$ cat config.mk
export PLATFORM = sky130hd
export DESIGN_NAME = step_sequencer
export DESIGN_NICKNAME = d
export VERILOG_FILES = /design/src/rtl/step_sequencer_pkg.sv /design/src/rtl/step_sequencer_edge_detect.sv /design/src/rtl/step_sequencer.sv
export SDC_FILE = /design/constraint.sdc
export NUM_CORES = 1
export LEC_CHECK = 0
export ABC_AREA = 1
export BUFFER_PORTS_ARGS = -buffer_cell sky130_fd_sc_hd__buf_2
export CAP_MARGIN = 5
export CORE_ASPECT_RATIO = 0.8
export CORE_MARGIN = 2
export CORE_UTILIZATION = 45
export CTS_CLUSTER_DIAMETER = 60
export CTS_CLUSTER_SIZE = 16
export DETAILED_ROUTE_END_ITERATION = 8
export PLACE_DENSITY = 0.77
export SLEW_MARGIN = 20
export SYNTH_ARGS = -nofsm -noshare
export SYNTH_HDL_FRONTEND = slang
export SYNTH_SLANG_ARGS = --single-unit
$ cat constraint.sdc
create_clock -name Clock -period 1.5 [get_ports Clock]
set_input_delay 0.3 -clock Clock [delete_from_list [all_inputs] [get_ports Clock]]
set_output_delay 0.3 -clock Clock [all_outputs]
set_load 0.01 [all_outputs]
$ cat src/rtl/step_sequencer_pkg.sv
// Shared types and sizing constants for the step sequencer.
package step_sequencer_pkg;

  typedef enum logic [0:0] {
    IDLE = 1'b0,
    RUN  = 1'b1
  } state_e;

  localparam int IDX_W     = 4;
  localparam int MAX_STEPS = 16;

endpackage

$ cat src/rtl/step_sequencer_edge_detect.sv
// Tick-qualified rising-edge detector for the manual step button.
// Only compiled when STEP_SEQUENCER_SINGLE_STEP_EN is defined.
`ifdef STEP_SEQUENCER_SINGLE_STEP_EN
module step_edge_detect (
  input  logic clk,
  input  logic rst,
  input  logic tick,
  input  logic din,
  output logic rise
);

  logic din_q;
  logic din_d;

  // The previous level only moves on a tick, so a press that starts between ticks is caught on the next tick.
  always_comb begin
    din_d = din_q;
    if (tick) din_d = din;
  end

  always_ff @(posedge clk) begin
    if (rst) din_q <= 1'b0;
    else     din_q <= din_d;
  end

  assign rise = tick & din & ~din_q;

endmodule
`endif

$ cat src/rtl/step_sequencer.sv
// One-hot timing-step generator for a control unit (T1..Tn per instruction cycle).
// Optional single-step mode: define STEP_SEQUENCER_SINGLE_STEP_EN.
module step_sequencer
  import step_sequencer_pkg::*;
#(
  parameter int NrOfSteps = 10
) (
  input  logic                 Clock,
  input  logic                 Reset,
  input  logic                 Tick,
  input  logic                 Run,
  input  logic                 Halt,
  input  logic [IDX_W-1:0]     Last_Step,
  output logic [NrOfSteps-1:0] Step,
  output logic [IDX_W-1:0]     Step_Index,
  output logic                 Busy,
  output logic                 Cycle_Done
`ifdef STEP_SEQUENCER_SINGLE_STEP_EN
  ,
  input  logic                 Single_Mode,
  input  logic                 Step_Button
`endif
);

  localparam logic [IDX_W-1:0]     LAST_MAX   = IDX_W'(NrOfSteps - 1);
  localparam logic [NrOfSteps-1:0] STEP_FIRST = NrOfSteps'(1);

  state_e                 state_q, state_d;
  logic [NrOfSteps-1:0]   step_q, step_d;
  logic [IDX_W-1:0]       index_q, index_d;
  logic                   cycle_done_q, cycle_done_d;
  logic                   halt_pend_q, halt_pend_d;
  logic [IDX_W-1:0]       last_eff;
  logic                   advance;

`ifdef STEP_SEQUENCER_SINGLE_STEP_EN
  logic button_rise;

  step_edge_detect u_edge_detect (
    .clk  (Clock),
    .rst  (Reset),
    .tick (Tick),
    .din  (Step_Button),
    .rise (button_rise)
  );

  assign advance = Single_Mode ? button_rise : Tick;
`else
  assign advance = Tick;
`endif

  assign last_eff = (Last_Step > LAST_MAX) ? LAST_MAX : Last_Step;

  // An index at or past the effective last step ends the cycle, so lowering Last_Step mid-cycle ends it early.
  always_comb begin
    state_d      = state_q;
    step_d       = step_q;
    index_d      = index_q;
    cycle_done_d = 1'b0;
    halt_pend_d  = halt_pend_q;
    case (state_q)
      IDLE: begin
        halt_pend_d = 1'b0;
        if (advance && Run && !Halt) begin
          state_d = RUN;
          step_d  = STEP_FIRST;
          index_d = '0;
        end
      end
      RUN: begin
        if (Halt) halt_pend_d = 1'b1;
        if (advance) begin
          if (index_q >= last_eff) begin
            cycle_done_d = 1'b1;
            if (Halt || halt_pend_q) begin
              state_d     = IDLE;
              step_d      = '0;
              index_d     = '0;
              halt_pend_d = 1'b0;
            end else begin
              step_d  = STEP_FIRST;
              index_d = '0;
            end
          end else begin
            step_d  = step_q << 1;
            index_d = index_q + IDX_W'(1);
          end
        end
      end
      default: begin
        state_d = IDLE;
        step_d  = '0;
        index_d = '0;
      end
    endcase
  end

  always_ff @(posedge Clock) begin
    if (Reset) begin
      state_q      <= IDLE;
      step_q       <= '0;
      index_q      <= '0;
      cycle_done_q <= 1'b0;
      halt_pend_q  <= 1'b0;
    end else begin
      state_q      <= state_d;
      step_q       <= step_d;
      index_q      <= index_d;
      cycle_done_q <= cycle_done_d;
      halt_pend_q  <= halt_pend_d;
    end
  end

  assign Step       = step_q;
  assign Step_Index = index_q;
  assign Busy       = (state_q == RUN);
  assign Cycle_Done = cycle_done_q;

endmodule

==> summary.md <==
| Metric | Value |
|---|---|
| Asr flop ratio synth | `0%` |
| Max incr delay on CP | `around 450 ps` |
| Largest net degree at the start of global routing | `17` |
| Synth Area per Inst | `between 7 and 8 um^2` |
| Synth cell types | `23` |
| Die area | `~2400 um^2` |
| CTS Sinks | `17` |
| CTS buffer count | `3` |
| Die extent in x | `approximately 54 um` |
| Mapped cell area | `about 910 um^2` |
| Clk_skew | `1.41 ps` |
| Critical Path Fanout Max | `5` |
| Actual slew at the worst max-slew pin | `approximately 280 ps` |
| Core area | `~1900 um^2` |
| Post-route ant nets | `0` |
| Core Rows | `14` |
| Initial antenna violation count | `0` |
| Vias in the first global route | `about 800` |
| Post-Synthesis Cells | `about 120` |
| Final Hold Viols | `0` |
| Final period util | `between 90% and 100%` |
| Dominant cell by count in the synthesized netlist | `nand2_1` |
| CP Launch Type | `flop` |
| Post-synth EDFFs | `0` |
| Fin crit period | `approximately 1400 ps` |
| Fmax | `716 MHz` |
| Worst path cell trace | `ha_4, a21oi_4, buf_4, nand4_1, a21oi_2` |
| Top cells by area, synth | `dfxtp_1, nand4_1, nand2_1, a21oi_1, ha_1` |
| CTS max path bufs | `2` |
| PD cells | `725 nW/um^2` |
| Drc violations | `0` |
| All-Layer GR Usage | `around a fifth` |
| Sum of buffers and inverters on the critical path | `1` |
| Detailed Routing Iterations Pass 1 | `4` |
| Cell class contributing the biggest share of worst-path delay | `flip-flops` |
| Top FF cell, synth | `dfxtp_1` |
| Setup TNS after final layout | `0 ps` |
| Crit Path Category | `flop to flop` |
| Leading area contributor after synthesis | `dfxtp_1` |
| First-pass GRT wire length | `3280 um` |
| Clock Latency Late Sink | `290 ps` |
| Layout cells sized above 1 | `35.1%` |
| Crit end category | `flop` |
| Placed cells | `approximately 170` |
| Arr. time, crit path | `1630 ps` |
| Post-synthesis register bit count | `17` |
| Commonest cells in the netlist | `nand2_1, dfxtp_1, a21oi_1` |
| Final setup violation count | `0` |
| Drt wl/cell | `12.5 um` |
| Slowest cell on the critical path | `dfxtp_1` |
| Area delta synth->final | `26.3%` |
| Initial Util | `48.0%` |
| Total wire length | `approximately 2200 um` |
| # hold bufs at CTS | `0` |
| Vias/cell | `between 5 and 6` |
| # IOs | `25` |
| Inserted Diodes | `0` |
| H-tree levels | `1` |
| NumNets Final | `between 150 and 200` |
| Worst EP required | `1730 ps` |
| 1st-iter DRT viols | `14` |
| Type of the worst min-delay path | `input pin to flop` |
| Clk root buf | `clkbuf_4` |
| IO buf count | `24` |
| CTS tree | `done` |
| Final Max Tran Viols | `0` |
| Clock-pin slew on the worst setup and hold paths | `~100 ps` |
| Status | `complete, no violations` |
| Post-synth top area share | `37.5%` |
| Synth warn | `0` |
| Non-Filler Instances | `~170` |
| DP HPWL | `roughly 1600 um` |
| Max Cap Viol | `0` |
| Congestion Overflow GR | `0` |
| Routability congestion estimate | `0.785` |
| Synth Net Count | `about 130` |
| Slew headroom | `approximately 81%` |
| Register area share after synthesis | `between 30% and 40%` |
| Die Ht | `approximately 44 um` |
| Vias post-DR | `~890` |
| Max IR drop VDD | `0.480 mV` |
| Leak | `between 0.5 and 0.6 nW` |
## final cells by class
class	count	area (um^2)
clock buffers	3	22.5
clock inverters	1	5.00
fillers	170	744
inverters	14	53.8
multi-input cells	80	499
flip-flops and latches	17	342
well taps	24	30.0
repair buffers	33	195
## metal layers
layer | wire, um | global-route usage (%) | vias to the layer above
met1 | 962 | 22.5 | 409
li1 | - | - | 460
met5 | 0 | 0 | -
met2 | 1070 | 32.3 | 23
met3 | 120 | 6.42 | 0
met4 | 0 | 5.00 | 0
## cells in the final DEF (no fill, tap or decap), drive strengths merged
cell type	n
dfxtp	17
nand2	21
inv	13
o21ai	1
clkinv	2
ha	5
o211ai	1
clkbuf	3
buf	33
nand3	14
a21oi	14
nor2	7
xor2	2
a21boi	1
or2	2
nand4	12
## where the power goes
group	leakage (nW)	internal, mW	switching (mW)
clock network	0.0177	0.0993	0.146
registers	0.138	0.457	0.00478
logic	0.410	0.0492	0.0750
## flip-flops by register name, indices dropped and copies added (netlist names)
name	count
Step	10
Busy	1
Cycle_Done	1
Step_Index	4
halt_pend_q	1
## kinds of logic after synthesis
logic type      count (synthesis)  synth area share (%)
buf+inv                        20                  11.0
xor+xnor                        2                  1.93
simple gates                   56                  31.5
flops                          17                  37.5
compound gates                 17                  11.2
fa+ha+maj                       5                  6.89
## tightest hold or removal path: cells and delay by family
family | cells | cell delay, ps
buf+inv | 2 | 180
simple gates | 2 | 110
## repair_timing
item / CTS / global route
gates resized for setup: 0 / 8
endpoints found under the setup margin: 0 / 11
buffers inserted: 0 / 0
## through the flow
stage	setup WS, ps	area, um^2	power (mW)	utilization (%)	hold slack (ps)
final	103	1150	0.831	60.6	317
after global routing	-28.7	1150	0.877	60.6	309
after CTS	55.4	1110	0.834	58.5	305
after detailed placement	-232	1080	0.584	57.1	477
after global placement	-150	1080	0.580	57.1	477
after floorplan	39.7	908	0.546	-	369
## worst paths after layout
| check | start | endpoint | slack, ps | cells past startpoint |
|---|---|---|---|---|
| min reg2reg | Step[9] | Step[9] | 480 | 2 |
| max | Step_Index[3] | Step_Index[1] | 100 | 5 |
| min | Tick | halt_pend_q | 320 | 4 |
| max reg2reg | Step_Index[3] | Step_Index[1] | 100 | 5 |
Power figures use the tool's default switching activity.
